===== src/rtl/uart_pkg.sv =====
`default_nettype none
// ----------------------------------------------------------------------------
// uart_pkg : shared transmitter state encoding and line levels.
// Revision : 1.0
// ----------------------------------------------------------------------------
package uart_pkg;

   typedef enum logic [2:0] {
      IDLE   = 3'd0,
      START  = 3'd1,
      DATA   = 3'd2,
      PARITY = 3'd3,
      STOP   = 3'd4,
      GUARD  = 3'd5
   } tx_state_t;

   localparam logic UART_IDLE_LVL  = 1'b1;
   localparam logic UART_START_LVL = 1'b0;

endpackage
`default_nettype wire


===== src/rtl/uart_tx_fifo.sv =====
`default_nettype none
// ----------------------------------------------------------------------------
// uart_tx_fifo : small synchronous FIFO, combinational head read, no bypass.
// Revision     : 1.0
// ----------------------------------------------------------------------------
module uart_tx_fifo #(
   parameter int WIDTH = 8,
   parameter int DEPTH = 4
) (
   input  logic                      clk,
   input  logic                      rst,
   input  logic                      i_push,
   input  logic [WIDTH-1:0]          i_wdata,
   input  logic                      i_pop,
   output logic [WIDTH-1:0]          o_rdata,
   output logic                      o_full,
   output logic                      o_empty,
   output logic [$clog2(DEPTH):0]    o_level
);

   localparam int                c_aw       = $clog2(DEPTH);
   localparam logic [c_aw:0]     c_full_lvl = DEPTH;
   localparam logic [c_aw:0]     c_lvl_one  = 1;
   localparam logic [c_aw-1:0]   c_ptr_one  = 1;

   logic [WIDTH-1:0] r_mem [DEPTH];
   logic [c_aw-1:0]  r_wr_ptr;
   logic [c_aw-1:0]  r_rd_ptr;
   logic [c_aw:0]    r_level;
   logic             w_push_ok;
   logic             w_pop_ok;

   // A push at full is refused even when a pop frees a slot this cycle.
   assign o_full    = (r_level == c_full_lvl);
   assign o_empty   = (r_level == '0);
   assign w_push_ok = i_push && !o_full;
   assign w_pop_ok  = i_pop && !o_empty;
   assign o_rdata   = r_mem[r_rd_ptr];
   assign o_level   = r_level;

   always_ff @(posedge clk) begin
      if (w_push_ok) begin
         r_mem[r_wr_ptr] <= i_wdata;
      end
   end

   always_ff @(posedge clk) begin
      if (rst) begin
         r_wr_ptr <= '0;
         r_rd_ptr <= '0;
         r_level  <= '0;
      end else begin
         if (w_push_ok) begin
            r_wr_ptr <= r_wr_ptr + c_ptr_one;
         end
         if (w_pop_ok) begin
            r_rd_ptr <= r_rd_ptr + c_ptr_one;
         end
         case ({w_push_ok, w_pop_ok})
            2'b10:   r_level <= r_level + c_lvl_one;
            2'b01:   r_level <= r_level - c_lvl_one;
            default: r_level <= r_level;
         endcase
      end
   end

endmodule
`default_nettype wire


===== src/rtl/uart_tx_engine.sv =====
`default_nettype none
// ----------------------------------------------------------------------------
// uart_tx_engine : FIFO-buffered UART transmitter; parity bit only when
//                  UART_TX_PARITY_EN is defined.
// Revision       : 1.0
// ----------------------------------------------------------------------------
module uart_tx_engine
   import uart_pkg::*;
#(
   parameter int DATA_W     = 8,
   parameter int CLK_DIV    = 16,
   parameter int STOP_BITS  = 1,
   parameter int GUARD_BITS = 13,
   parameter int FIFO_DEPTH = 4
) (
   input  logic                          clk,
   input  logic                          rst,
   input  logic                          link_en,
   input  logic [DATA_W-1:0]             s_data,
   input  logic                          s_valid,
   output logic                          s_ready,
`ifdef UART_TX_PARITY_EN
   input  logic                          parity_odd,
`endif
   output logic                          txd,
   output logic                          busy,
   output logic [$clog2(FIFO_DEPTH):0]   fifo_level
);

`ifdef UART_TX_PARITY_EN
   localparam int c_fifo_w = DATA_W + 1;
`else
   localparam int c_fifo_w = DATA_W;
`endif
   localparam int                  c_div_w    = (CLK_DIV > 1) ? $clog2(CLK_DIV) : 1;
   localparam logic [c_div_w-1:0]  c_div_last = c_div_w'(CLK_DIV - 1);
   localparam logic [c_div_w-1:0]  c_div_one  = 1;
   localparam int                  c_max_a    = (DATA_W > STOP_BITS) ? DATA_W : STOP_BITS;
   localparam int                  c_max_bits = (c_max_a > GUARD_BITS) ? c_max_a : GUARD_BITS;
   localparam int                  c_bit_w    = $clog2(c_max_bits + 1);
   localparam logic [c_bit_w-1:0]  c_bit_one  = 1;

   tx_state_t             r_state;
   logic [c_div_w-1:0]    r_div;
   logic [c_bit_w-1:0]    r_bit;
   logic [DATA_W-1:0]     r_shift;
   logic                  r_txd;
   logic                  r_busy;
`ifdef UART_TX_PARITY_EN
   logic                  r_par;
`endif

   logic [c_fifo_w-1:0]   w_fifo_wdata;
   logic [c_fifo_w-1:0]   w_fifo_rdata;
   logic                  w_fifo_full;
   logic                  w_fifo_empty;
   logic [c_bit_w-1:0]    w_len;
   logic                  w_div_wrap;
   logic                  w_bit_last;
   logic                  w_frame_end;
   logic                  w_pop;

   // The data parity is folded in on the way in; the odd/even choice is applied at pop.
`ifdef UART_TX_PARITY_EN
   assign w_fifo_wdata = {^s_data, s_data};
`else
   assign w_fifo_wdata = s_data;
`endif

   uart_tx_fifo #(
      .WIDTH (c_fifo_w),
      .DEPTH (FIFO_DEPTH)
   ) u_fifo (
      .clk     (clk),
      .rst     (rst),
      .i_push  (s_valid),
      .i_wdata (w_fifo_wdata),
      .i_pop   (w_pop),
      .o_rdata (w_fifo_rdata),
      .o_full  (w_fifo_full),
      .o_empty (w_fifo_empty),
      .o_level (fifo_level)
   );

   always_comb begin
      w_len = c_bit_one;
      case (r_state)
         DATA:    w_len = c_bit_w'(DATA_W);
         STOP:    w_len = c_bit_w'(STOP_BITS);
         GUARD:   w_len = c_bit_w'(GUARD_BITS);
         default: w_len = c_bit_one;
      endcase
   end

   assign w_div_wrap  = (r_div == c_div_last);
   assign w_bit_last  = (r_bit == (w_len - c_bit_one));
   assign w_frame_end = w_div_wrap && w_bit_last &&
                        ((r_state == GUARD) || ((r_state == STOP) && (GUARD_BITS == 0)));
   // Popping on the last cycle of a frame lets queued words follow with no gap.
   assign w_pop       = link_en && !w_fifo_empty && ((r_state == IDLE) || w_frame_end);

   always_ff @(posedge clk) begin
      if (rst || !link_en) begin
         r_state <= IDLE;
         r_div   <= '0;
         r_bit   <= '0;
         r_txd   <= UART_IDLE_LVL;
         r_busy  <= 1'b0;
      end else if (w_pop) begin
         r_state <= START;
         r_div   <= '0;
         r_bit   <= '0;
         r_txd   <= UART_START_LVL;
         r_busy  <= 1'b1;
         r_shift <= w_fifo_rdata[DATA_W-1:0];
`ifdef UART_TX_PARITY_EN
         r_par   <= w_fifo_rdata[DATA_W] ^ parity_odd;
`endif
      end else if (w_frame_end) begin
         r_state <= IDLE;
         r_div   <= '0;
         r_bit   <= '0;
         r_txd   <= UART_IDLE_LVL;
         r_busy  <= 1'b0;
      end else if (r_state != IDLE) begin
         if (!w_div_wrap) begin
            r_div <= r_div + c_div_one;
         end else begin
            r_div <= '0;
            if (!w_bit_last) begin
               r_bit <= r_bit + c_bit_one;
               if (r_state == DATA) begin
                  r_shift <= r_shift >> 1;
                  r_txd   <= r_shift[1];
               end
            end else begin
               r_bit <= '0;
               case (r_state)
                  START: begin
                     r_state <= DATA;
                     r_txd   <= r_shift[0];
                  end
                  DATA: begin
`ifdef UART_TX_PARITY_EN
                     r_state <= PARITY;
                     r_txd   <= r_par;
`else
                     r_state <= STOP;
                     r_txd   <= UART_IDLE_LVL;
`endif
                  end
                  PARITY: begin
                     r_state <= STOP;
                     r_txd   <= UART_IDLE_LVL;
                  end
                  STOP: begin
                     r_state <= GUARD;
                     r_txd   <= UART_IDLE_LVL;
                  end
                  default: begin
                     r_state <= IDLE;
                     r_txd   <= UART_IDLE_LVL;
                     r_busy  <= 1'b0;
                  end
               endcase
            end
         end
      end
   end

   assign s_ready = !w_fifo_full;
   assign txd     = r_txd;
   assign busy    = r_busy;

endmodule
`default_nettype wire


===== config.mk =====
export PLATFORM = sky130hd
export DESIGN_NAME = uart_tx_engine
export DESIGN_NICKNAME = d
export VERILOG_FILES = /design/src/rtl/uart_pkg.sv /design/src/rtl/uart_tx_fifo.sv /design/src/rtl/uart_tx_engine.sv
export SDC_FILE = /design/constraint.sdc
export NUM_CORES = 1
export LEC_CHECK = 0
export BUFFER_PORTS_ARGS = -buffer_cell sky130_fd_sc_hd__buf_2
export CELL_PAD_IN_SITES_DETAIL_PLACEMENT = 0
export CELL_PAD_IN_SITES_GLOBAL_PLACEMENT = 1
export CORE_MARGIN = 2
export CORE_UTILIZATION = 25
export DETAILED_ROUTE_END_ITERATION = 16
export PLACE_DENSITY = 0.46
export SYNTH_ARGS = -nofsm -noshare
export SYNTH_HDL_FRONTEND = slang
export SYNTH_SLANG_ARGS = --single-unit

===== constraint.sdc =====
create_clock -name clk -period 2.92 [get_ports clk]
set_input_delay 0 -clock clk [delete_from_list [all_inputs] [get_ports clk]]
set_output_delay 0 -clock clk [all_outputs]
set_load 0.1 [all_outputs]

* Yosys cells after proc, flatten, opt, wreduce, memory -nomap -nowiden
Memory sizes are Yosys's and may differ from the RTL's. A register that Yosys moved wholly into a read port is not among the register bits.
Cells that the tools add are included.
** Storage, ports and cells
- Register bits :: 28
- Memories kept :: 1
- Logic and storage cells :: 96
- Bits of input ports :: 12
- Output and inout port bits :: 6
- Bits in writable memories :: 32
** Memory list
- u_fifo.r_mem :: depth 4, width 8, rd ports 1, clocked after Yosys merged registers in 1, write ports 1, RTL line uart_tx_fifo.sv:26 : logic [WIDTH-1:0] r_mem [DEPTH];
** Cells by class
- Reduce and logical (&&, ||, !) cells :: 31
- Bitwise gates (word level) :: 1
- $add $sub $neg :: 7
- Multiplexer cells :: 33
- Equal/unequal tests :: 13
** Operators by type and width (count)
- 2-to-1 mux 8 bit :: 6
- 2-to-1 mux 1 bit :: 20
- nonzero test 3 bit :: 4
- equality test 3 bit, second input constant :: 3
- one-hot mux 3 bit (3 select lines) :: 1
- AND reduction 3 bit :: 3
- adder 4 x 1 -> 4 bit, second input constant :: 2
- 2-to-1 mux 4 bit :: 2
- one-hot mux 4 bit (2 select lines) :: 1
- nonzero test 2 bit :: 4
- equality test 3 x 2 -> 1 bit, second input constant :: 2
- logical AND 1 bit :: 6
- zero test 3 bit :: 2
- one-hot mux 3 bit (2 select lines) :: 1
- AND reduction 6 bit :: 1
- adder 2 x 1 -> 2 bit, second input constant :: 2
- equality test 4 bit :: 1
- equality test 4 bit, second input constant :: 1
- 2-to-1 mux 2 bit :: 2
- != test 2 x 1 -> 1 bit, second input constant :: 2
- AND reduction 4 bit :: 1
- nonzero test 4 bit :: 1
- OR reduction 4 bit :: 1
- subtractor 4 x 1 -> 4 bit, second input constant :: 1
- 12 further kinds :: 15

* Longest topological paths before layout
Gate-level depths: netlist of run 1.
- Depth after elaboration :: 11
- Depth in mapped cells :: 12
- Depth with buffers taken out :: 12

* By module
A second synthesis of run 1 with hierarchy kept.
** Unflattened totals
- Cell total of the unflattened synthesis :: 218
- Area, all modules :: 2841.5 sq um
** By module, submodules not included
- uart_tx_fifo :: cells an instance 96, times used 1, sequential area each 1141.1 sq um, area each 1635.3 sq um
- uart_tx_engine :: cells an instance 122, times used 1, sequential area each 500.5 sq um, area each 1206.2 sq um

* Worst setup path after synthesis of run 1
No wires, ideal clock.
- Path type :: register to register
- Start point :: reg u_fifo.r_level[2] (netlist: u_fifo.o_level[2])
- End point :: reg u_fifo.r_level[2] (netlist: u_fifo.o_level[2])
- Buffers on the path :: 0
- Slack :: -986 ps
- Data arrival time :: 3836 ps
- Cell stages (with the launch flop) :: 10
- Period minus slack after synthesis :: 3906 ps
- Data required time :: 2850 ps
- Cell sequence :: dfxtp_1 nand3_1 and2_1 inv_1 ha_1 inv_1 fa_1 xor2_1 or3_1 a21oi_1
** Between the ends
- Elaborated cells on any way between the ends :: 14
- Classes of those cells :: add/sub (2); eq/ne (3); mux (1); reduce/logical (8)
** RTL lines
- from (decl) :: RTL line uart_tx_fifo.sv:29 : logic [c_aw:0] r_level;
- from (signal assigned) :: RTL line uart_tx_fifo.sv:60 : 2'b10: r_level <= r_level + c_lvl_one;
- from (signal assigned) :: RTL line uart_tx_fifo.sv:61 : 2'b01: r_level <= r_level - c_lvl_one;
- from (signal assigned) :: RTL line uart_tx_fifo.sv:62 : default: r_level <= r_level;
- equality test 3 bit (*) :: RTL line uart_tx_fifo.sv:34 : assign o_full = (r_level == c_full_lvl);
- zero test 1 bit (*)
- via s_ready :: RTL line uart_tx_engine.sv:21 : output logic s_ready,
- logical AND 1 bit (*) :: RTL line uart_tx_fifo.sv:36 : assign w_push_ok = i_push && !o_full;
- equality test 2 x 1 -> 1 bit / equality test 2 bit (equally long branches) :: RTL line uart_tx_fifo.sv:59 : case ({w_push_ok, w_pop_ok})
- one-hot mux 3 bit (2 select lines) / nonzero test 2 bit (equally long branches)
The timed path passes the listed nets; every way through them passes the cells marked *.
A chain may end at the register's enable or synchronous reset.

* Worst setup path after layout of run 1
- Start point :: reg r_bit[2]
- End point :: reg u_fifo.r_level[2] (netlist: u_fifo.o_level[2])
** Between the ends
- Cells in the longest elaborated chain, start to end :: 8
- Elaborated cells on any way between the ends :: 10
- Classes of those cells :: eq/ne (3); mux (1); reduce/logical (6)
** RTL lines
- from (decl) :: RTL line uart_tx_engine.sv:45 : logic [c_bit_w-1:0] r_bit;
- from (signal assigned) :: RTL line uart_tx_engine.sv:131 : r_bit <= r_bit + c_bit_one;
- equality test 4 bit (*) :: RTL line uart_tx_engine.sv:96 : assign w_bit_last = (r_bit == (w_len - c_bit_one));
- logical AND 1 bit (*) (2 in a row) :: RTL line uart_tx_engine.sv:97 : assign w_frame_end = w_div_wrap && w_bit_last &&
- logical OR 1 bit (*) :: RTL line uart_tx_engine.sv:100 : assign w_pop = link_en && !w_fifo_empty && ((r_state == IDLE) || w_frame_end);
- logical AND 1 bit (*) :: RTL line uart_tx_engine.sv:100
- logical AND 1 bit (*) :: RTL line uart_tx_fifo.sv:37 : assign w_pop_ok = i_pop && !o_empty;
- via u_fifo.w_pop_ok :: RTL line uart_tx_fifo.sv:31 : logic w_pop_ok;
- equality test 2 x 1 -> 1 bit / equality test 2 bit (equally long branches) :: RTL line uart_tx_fifo.sv:59
- one-hot mux 3 bit (2 select lines) / nonzero test 2 bit (equally long branches)
Marks and branches as above.

==> results of run 1 <==
worst max-delay path by stage:
stage	cells past startpoint	slack, ns	end	from
floorplan	10	0.03	u_fifo.o_level[2]	u_fifo.o_level[0]
global placement	11	0.19	u_fifo.o_level[2]	r_state[1]
detailed placement	11	0.16	u_fifo.o_level[2]	r_state[1]
CTS	11	0.12	u_fifo.o_level[2]	r_state[1]
global route	11	0.00008	u_fifo.o_level[2]	r_state[0]
finish	11	0.23	u_fifo.o_level[2]	r_bit[2]
registers in the layout (all words and copies together), names as in the netlist, named ones only:
register         count
u_fifo.r_mem        32
u_fifo.r_rd_ptr      2
u_fifo.r_wr_ptr      2
txd                  1
busy                 1
r_bit                4
u_fifo.o_level       3
r_div                4
r_shift              8
r_state              3
critical path: stages, from the launching register on:
cell	delay [ns]
dfxtp_2	0.37
or2_2	0.31
o22ai_1	0.22
o211a_1	0.26
o21ai_4	0.10
inv_4	0.14
ha_1	0.19
inv_1	0.06
fa_1	0.37
xor2_1	0.15
or3_1	0.30
a21oi_1	0.14
cell type report:
class                           count  area [µm²]  share of cell area [%]
Sequential cell                    62        1650                    49.0
Multi-Input combinational cell    135        1100                    32.8
Timing Repair Buffer               33         228                    6.77
Tap cell                          140         175                    5.20
Clock buffer                        9         124                    3.68
Clock inverter                      7        58.8                    1.75
Inverter                            7        28.8                   0.855
cells by family after synthesis:
| kind of cell | Yosys count | synth area share (%) |
|---|---|---|
| simple gates | 63 | 12.0 |
| flops | 62 | 58.5 |
| compound gates | 42 | 11.3 |
| mux | 18 | 10.3 |
| buf+inv | 14 | 2.76 |
| fa+ha+maj | 8 | 3.83 |
| xor+xnor | 4 | 1.25 |
cells in the mapped netlist (4+ instances only):
master / n / area, µm²
ha_1: 7 / 87.6
edfxtp_1: 40 / 1200
mux4_2: 8 / 180
dfxtp_1: 22 / 440
o21ai_0: 6 / 30.0
or3_1: 4 / 25.0
a21oi_1: 11 / 55.1
nor2_1: 10 / 37.5
nand3_1: 4 / 20.0
nor3_1: 5 / 25.0
a21oi_2: 5 / 43.8
nand2_1: 15 / 56.3
inv_1: 6 / 22.5
and3_1: 5 / 31.3
mux2_2: 8 / 90.1
where the power goes:
group	internal [W]	total (W)	switching, W	leakage, nW
sequential	0.00105	0.00113	0.0000827	0.548
combinational	0.000241	0.000659	0.000418	0.514
clock	0.000319	0.000706	0.000387	0.0917
through the flow:
stage	hold WS (ns)	setup WS (ns)	power, W
6_report	0.0704	0.235	0.00249
5_1_grt	0.0874	0.0000813	0.00264
3_5_place_dp	0.223	0.158	0.00181
4_1_cts	0.0724	0.122	0.00254
3_3_place_gp	0.215	0.186	0.00181
2_1_floorplan	0.0989	0.0308	0.00167
timing repair:
action	4_1_cts	5_1_grt
hold endpoints to repair	39	0
buffers inserted	0	0
setup endpoints to repair	0	1
hold buffers	9	0
gates resized for setup	0	5
layout by cell type, fill, tap and decap left out, types with 3 or more instances in the layout:
cell           instances
and3_1                 5
dlygate4sd3_1          9
buf_2                 17
o21ai_0                6
xor2_1                 3
mux4_2                 8
clkinv_4               3
nand2_1               15
nor3_1                 5
ha_1                   6
dfxtp_2                5
edfxtp_1              40
nand2b_1               3
inv_1                  6
mux2_2                 8
and2_1                 3
nor2_1                10
or3_1                  4
clkbuf_8               9
a21oi_2                5
dfxtp_1               17
nand3_1                3
a21oi_1               11
buf_4                  7
metal layers:
layer,GRT usage (%),wire [µm],vias up
met5,0,0,-
met4,5.70,124,0
met3,2.94,216,8
met2,17.6,2770,36
met1,13.4,2620,850
li1,-,-,876
==> results.yml, run 1 <==
placement:
  hpwl_mm: 3.94
  place_inst: 368
  io_buffers: 17
  place_area_mm2: 0.00309
  gp_congestion: 0.696
die:
  die_area_mm2: 0.0121
  die_y_um: 110
  core_area_mm2: 0.0109
  io_pins: 18
  initial_core_util_pct: 25.8
  die_x_um: 110
  rows: 38
worst_setup_path:
  reg2regPathDepth: 11
  timing.rr.start: "r_bit[2]"
  r2r_end: "u_fifo.o_level[2]"
  crit_path_max_fanout: 9
  end_kind: "register"
  path_class: "reg2reg"
  cp-start-kind: "register"
  r2r_slack_ns: 0.23
  crit_arrival_ns: 2.96
  cp.required_ns: 3.20
drt:
  wire_per_inst_um: 14.6
  avgViaCountPerCell: 4.50
  detail_route.first_pass.iterations: 4
  initialDrtViolationCount: 51
  drt-total-wl_mm: 5.73
  remaining_drc_errors: 0
  drtAntennaViolNets: 0
  vias: 1770
power_and_ir_drop:
  p_per_area_mw_per_mm2: 741
  p_leak_nw: 1.15
  peakVddDrop_mv: 0.375
synthesis:
  syn_area_mm2: 0.00281
  synth_edf_count: 40
  async_flop_share_pct: 0
  yosysSeqAreaShare_pct: 58.5
  ys_ff_latch: 62
  syn_nets: 231
  synthCells: 211
  synth.avg_cell_area_um2: 13.3
  synth.distinct_cells: 53
  yosys_most_used_dff: "edfxtp_1"
  yosysWarningCount: 0
clocking:
  clockBufferDepth: 2
  clock_latency_ns: 0.35
  htreeDepth: 3
  clkTransAtPathRegs_ns: 0.08
  cts_tree: "built"
  root_buffer: "clkbuf_8"
  cts_buffers: 9
  cts_sinks: 62
global_route:
  antenna_found_initial: 0
  grt_pass1_vias: 1858
  grt_max_degree: 15
  gr-usage-all-layers_pct: 11.0
  grt_pass1_wl_mm: 9.65
  grt_overflow: 0
timing:
  finClkSkew_ns: 0.00926
  finalSetupViolCount: 0
  tightestPinTransition_ns: 0.578
  slew_viol_final: 0
  fmax_ghz: 0.372
  slew_headroom_pct: 61.4
  fin_setup_tns_ns: 0
  hold_viol_final: 0
  post-route-min-period_ns: 2.69
  fin_crit_sh_pct: 92.0
  rsz0062_at_grt: "false"
final_layout:
  diodes: 0
  drive_gt1_share_pct: 30.8
  fin_nets: 268
  final_area_mm2: 0.00337
  syn2layout_area_growth_pct: 19.9
  final_core_util_pct: 30.9
  finalNonFillerCells: 393
  nFillCells: 1099
worst_hold_path:
  holdPathEnd: "r_state[1]"
  worstHoldPathCells: 3
  hp-start: "link_en"
  hp-class: "in2reg"
run_status:
  run_status: "completed"
flow_run:
  cap_violations: 0
No activity file was read; power rests on OpenSTA's default activity.
==> inputs of run 2 (changes only) <==
RECOVER_POWER = 25   (was default)
==> results.yml, run 2 (same netlist as run 1, synthesis figures left out) <==
placement:
  dp_slack_ns: 0.158
  hpwl_mm: 3.94
  io_buffers: 17
  gp_congestion: 0.696
clocking:
  root_buffer: "clkbuf_8"
  postCtsSetupBuffers: 0
  clock_latency_ns: 0.35
  clkTransAtPathRegs_ns: 0.08
  htreeDepth: 3
  cts_sinks: 62
  clockBufferDepth: 2
  cts_tree: "built"
  cts_buffers: 9
final_layout:
  final_common_cell: "edfxtp_1"
  multi_input_area_mm2: 0.00110
  syn2layout_area_growth_pct: 19.5
  reg_top3: "u_fifo.r_mem (32), r_shift (8)"
  top_register: "u_fifo.r_mem"
  final_cell_mix: "edfxtp_1, dfxtp_1, nand2_1"
  fin_nets: 268
  diodes: 0
  final_core_util_pct: 30.8
  drive_gt1_share_pct: 27.7
  nFillCells: 1103
  seq_area_mm2: 0.00165
  largest_reg_flops: 32
timing:
  rsz0062_at_grt: "false"
  fin_setup_tns_ns: 0
  hold_viol_final: 0
  slew_viol_final: 0
  fin_ws_ns: 0.234
  finalHoldWorstSlack_ns: 0.0698
  post-route-min-period_ns: 2.69
  fmax_ghz: 0.372
  tightestPinTransition_ns: 0.578
  finalSetupViolCount: 0
  finClkSkew_ns: 0.00918
  slew_headroom_pct: 61.4
  fin_crit_sh_pct: 92.0
drt:
  avgViaCountPerCell: 4.51
  wire_per_inst_um: 14.6
  vias: 1773
  detail_route.first_pass.iterations: 4
  initialDrtViolationCount: 56
  drt-total-wl_mm: 5.72
  remaining_drc_errors: 0
  drtAntennaViolNets: 0
die:
  core_area_mm2: 0.0109
  die_y_um: 110
  initial_core_util_pct: 25.8
  rows: 38
  die_x_um: 110
  die_area_mm2: 0.0121
  io_pins: 18
worst_setup_path:
  cp.depth: 11
  cp_cell_sequence: "or2_2 > o22ai_1 > o211a_1 > o21ai_4 > inv_4 > ha_1 > inv_1 > fa_1 > xor2_1 > or3_1 > a21oi_1"
  cp-start-kind: "register"
  startpoint: "r_bit[2]"
  r2r_slack_ns: 0.23
  path_class: "reg2reg"
  crit_path_max_fanout: 9
  reg2regPathDepth: 11
  cp.required_ns: 3.20
  crit_arrival_ns: 2.96
  critical_path.top_delay_family: "compound AO/OA/AOI/OAI gates"
  end_kind: "register"
  cp-endpoint: "u_fifo.o_level[2]"
  timing.rr.start: "r_bit[2]"
  cp_num_buf_inv: 2
  slowest_stage: "dfxtp_2"
  r2r_end: "u_fifo.o_level[2]"
  critPathMaxStageDelay_ns: 0.37
worst_hold_path:
  hp-start: "link_en"
  hp-class: "in2reg"
run_status:
  run_status: "completed"
power_and_ir_drop:
  peakVddDrop_mv: 0.375
  p_leak_nw: 1.13
  total_power_w: 0.00249
  p_per_area_mw_per_mm2: 743
global_route:
  gr-usage-all-layers_pct: 11.0
  grt_pass1_vias: 1858
  grt_overflow: 0
  grt_pass1_wl_mm: 9.65
  grt_max_degree: 15
  antenna_found_initial: 0
flow_run:
  cap_violations: 0
run 2: cell count changes in the layout (fill, tap and decap cells not counted), sizes merged:
cell    previous run  this run
buf               24        16
clkbuf             9        17
run 2: worst min-delay path by stage:
stage,to,cells past startpoint
final,r_state[1],3
after global routing,r_state[1],3
after CTS,r_state[0],3
after detailed placement,u_fifo.r_mem[3][2],1
after global placement,u_fifo.r_mem[2][7],1
after floorplan,u_fifo.r_mem[0][0],0
run 2: power by group:
part	switching [W]	internal [W]
Clock	0.000387	0.000319
Combinational	0.000418	0.000239
Sequential	0.0000826	0.00105
Total	0.000888	0.00161
run 2: through the flow:
step	instance area, µm²	std cells
CTS	3360	393
global placement	3090	368
floorplan	2820	211
finish	3360	393
detailed placement	3090	368
global route	3360	393
run 2: worst min-delay path, stage by stage:
cell and delay (ns):
buf_2 0.11, nand2b_1 0.21, a21oi_1 0.06
run 2: cell type report:
type | instances | share of cell area, %
flip-flops and latches | 62 | 49.1
multi-input cells | 135 | 32.9
inverters | 7 | 0.858
repair buffers | 33 | 6.49
well taps | 140 | 5.22
clock inverters | 7 | 1.75
clock buffers | 9 | 3.69
run 2: timing repair:
item                                   CTS  global route
hold buffers                             9             0
setup endpoints to repair                0             1
endpoints found under the hold margin   39             0
resized for setup                        0             5
run 2: per-layer routing:
| layer | wire (µm) | GRT usage [%] | up-vias |
|---|---|---|---|
| met3 | 214 | 2.94 | 8 |
| met1 | 2620 | 13.4 | 854 |
| li1 | - | - | 876 |
| met5 | 0 | 0 | - |
| met2 | 2770 | 17.6 | 35 |
| met4 | 124 | 5.70 | 0 |
==> inputs of run 3 (changes only) <==
--- a/constraint.sdc
+++ b/constraint.sdc
@@ -3,2 +3,2 @@
 set_output_delay 0 -clock clk [all_outputs]
-set_load 0.1 [all_outputs]
+set_load 0.005 [all_outputs]
==> results.yml, run 3 (same netlist as run 1, synthesis figures left out) <==
global_route:
  grt_pass1_vias: 1740
  grt_overflow: 0
  grt_max_degree: 14
  gr-usage-all-layers_pct: 10.4
  grt_pass1_wl_mm: 9.14
  antenna_found_initial: 0
timing:
  rsz0062_at_grt: "false"
  slew_viol_final: 0
  slew_headroom_pct: 62.0
  post-route-min-period_ns: 2.69
  fin_crit_sh_pct: 92.1
  tightestPinTransition_ns: 0.569
  finalSetupViolCount: 0
  finClkSkew_ns: 0.00804
  fin_setup_tns_ns: 0
  fmax_ghz: 0.372
  hold_viol_final: 0
power_and_ir_drop:
  peakVddDrop_mv: 0.247
  seqPwrFrac_pct: 48.9
  p_per_area_mw_per_mm2: 690
  comb_power_share_pct: 21.0
  swShare_pct: 30.2
  power.share.clock_pct: 30.1
  switchingPower_w: 0.000694
  total_power_w: 0.00230
  p_leak_nw: 1.13
  internal-power_w: 0.00161
final_layout:
  fin_nets: 268
  nFillCells: 1109
  final_common_cell: "edfxtp_1"
  top_register: "u_fifo.r_mem"
  final_area_mm2: 0.00333
  drive_gt1_share_pct: 25.7
  finalNonFillerCells: 393
  syn2layout_area_growth_pct: 18.7
  largest_reg_flops: 32
  reg_top3: "u_fifo.r_mem (32), r_shift (8)"
  seq_area_mm2: 0.00164
  final_cell_mix: "edfxtp_1, dfxtp_1, nand2_1"
  multi_input_area_mm2: 0.00109
  diodes: 0
  final_core_util_pct: 30.6
worst_setup_path:
  cp_num_buf_inv: 2
  slowest_stage: "dfxtp_1"
  cp-start-kind: "register"
  path_class: "reg2reg"
  end_kind: "register"
  crit_arrival_ns: 2.97
  crit_path_max_fanout: 8
  cp_cell_sequence: "or2_2 > o22ai_1 > o211a_1 > o21ai_4 > inv_4 > ha_1 > inv_1 > fa_1 > xor2_1 > or3_1 > a21oi_1"
  cp.required_ns: 3.20
  critPathMaxStageDelay_ns: 0.39
  critical_path.top_delay_family: "compound AO/OA/AOI/OAI gates"
flow_run:
  cap_violations: 0
die:
  die_y_um: 110
  initial_core_util_pct: 25.8
  die_area_mm2: 0.0121
  core_area_mm2: 0.0109
  die_x_um: 110
  io_pins: 18
  rows: 38
clocking:
  root_buffer: "clkbuf_8"
  clock_latency_ns: 0.35
  htreeDepth: 3
  clkTransAtPathRegs_ns: 0.08
  cts_tree: "built"
  clockBufferDepth: 2
  cts_buffers: 9
  cts_sinks: 62
drt:
  drtAntennaViolNets: 0
  drt-total-wl_mm: 5.59
  avgViaCountPerCell: 4.47
  initialDrtViolationCount: 71
  detail_route.first_pass.iterations: 4
  vias: 1756
  remaining_drc_errors: 0
  wire_per_inst_um: 14.2
placement:
  io_buffers: 17
  place_area_mm2: 0.00307
  gp_congestion: 0.704
  place_inst: 368
  hpwl_mm: 4.02
run_status:
  run_status: "completed"
worst_hold_path:
  hp-class: "in2reg"
==> run 3: cell count changes in the layout (fill, tap and decap cells not counted), sizes merged <==
cell	before	now
clkbuf	17	16
inv	9	10
clkinv	4	2
clkinvlp	1	2
buf	16	17
==> run 3: path summary, 6_finish.rpt <==
kind,start,to,slack (ns),cells after the start
worst max-delay path,r_bit[2],u_fifo.o_level[2],0.23,11
worst max register to register,r_bit[2],u_fifo.o_level[2],0.23,11
worst min register to register,busy,busy,0.49,2
worst min-delay path,link_en,busy,0.08,3
==> run 3: final cells by class <==
type	instances	share of cell area, %
clock buffer	9	3.72
clock inverter	7	1.65
inverter	7	0.863
multi-input combinational	135	32.7
sequential	62	49.3
tap	140	5.26
timing repair buffer	33	6.57
==> run 3: worst reg2reg max path: stages (launching register included) <==
cell and delay (ns):
dfxtp_1 0.39, or2_2 0.32, o22ai_1 0.29, o211a_1 0.26, o21ai_4 0.10, inv_4 0.07
ha_1 0.18, inv_1 0.06, fa_1 0.37, xor2_1 0.16, or3_1 0.30, a21oi_1 0.14
==> run 3: through the flow <==
step                      hold slack, ns  setup WS (ns)
final                             0.0753          0.232
after global routing               0.104         0.0608
after CTS                         0.0730          0.204
after detailed placement           0.222          0.235
after global placement             0.216          0.271
after floorplan                   0.0989          0.307
==> run 3: power groups by stage <==
stage | clock [W] | combinational (W) | sequential, W
4_1_cts | 0.000719 | 0.000501 | 0.00113
3_5_place_dp | 0 | 0.000486 | 0.00115
5_1_grt | 0.000755 | 0.000538 | 0.00114
3_3_place_gp | 0 | 0.000489 | 0.00115
6_report | 0.000693 | 0.000483 | 0.00112
2_1_floorplan | 0 | 0.000382 | 0.00110
==> run 3: per-layer routing <==
layer | vias up | part of all wire, % | routed length, µm | track usage, %
li1 | 874 | - | - | -
met1 | 846 | 51 | 2830 | 14.4
met2 | 23 | 43 | 2420 | 14.5
met3 | 13 | 3.4 | 190 | 2.70
met4 | 0 | 2.7 | 150 | 6.24
met5 | - | 0 | 0 | 0
==> run 3: timing repair <==
action | in CTS | in global routing
gates resized for setup | 0 | 1
hold buffers | 9 | 0
hold endpoints to repair | 39 | 0
setup buffers | 0 | 0
setup endpoints to repair | 0 | 1
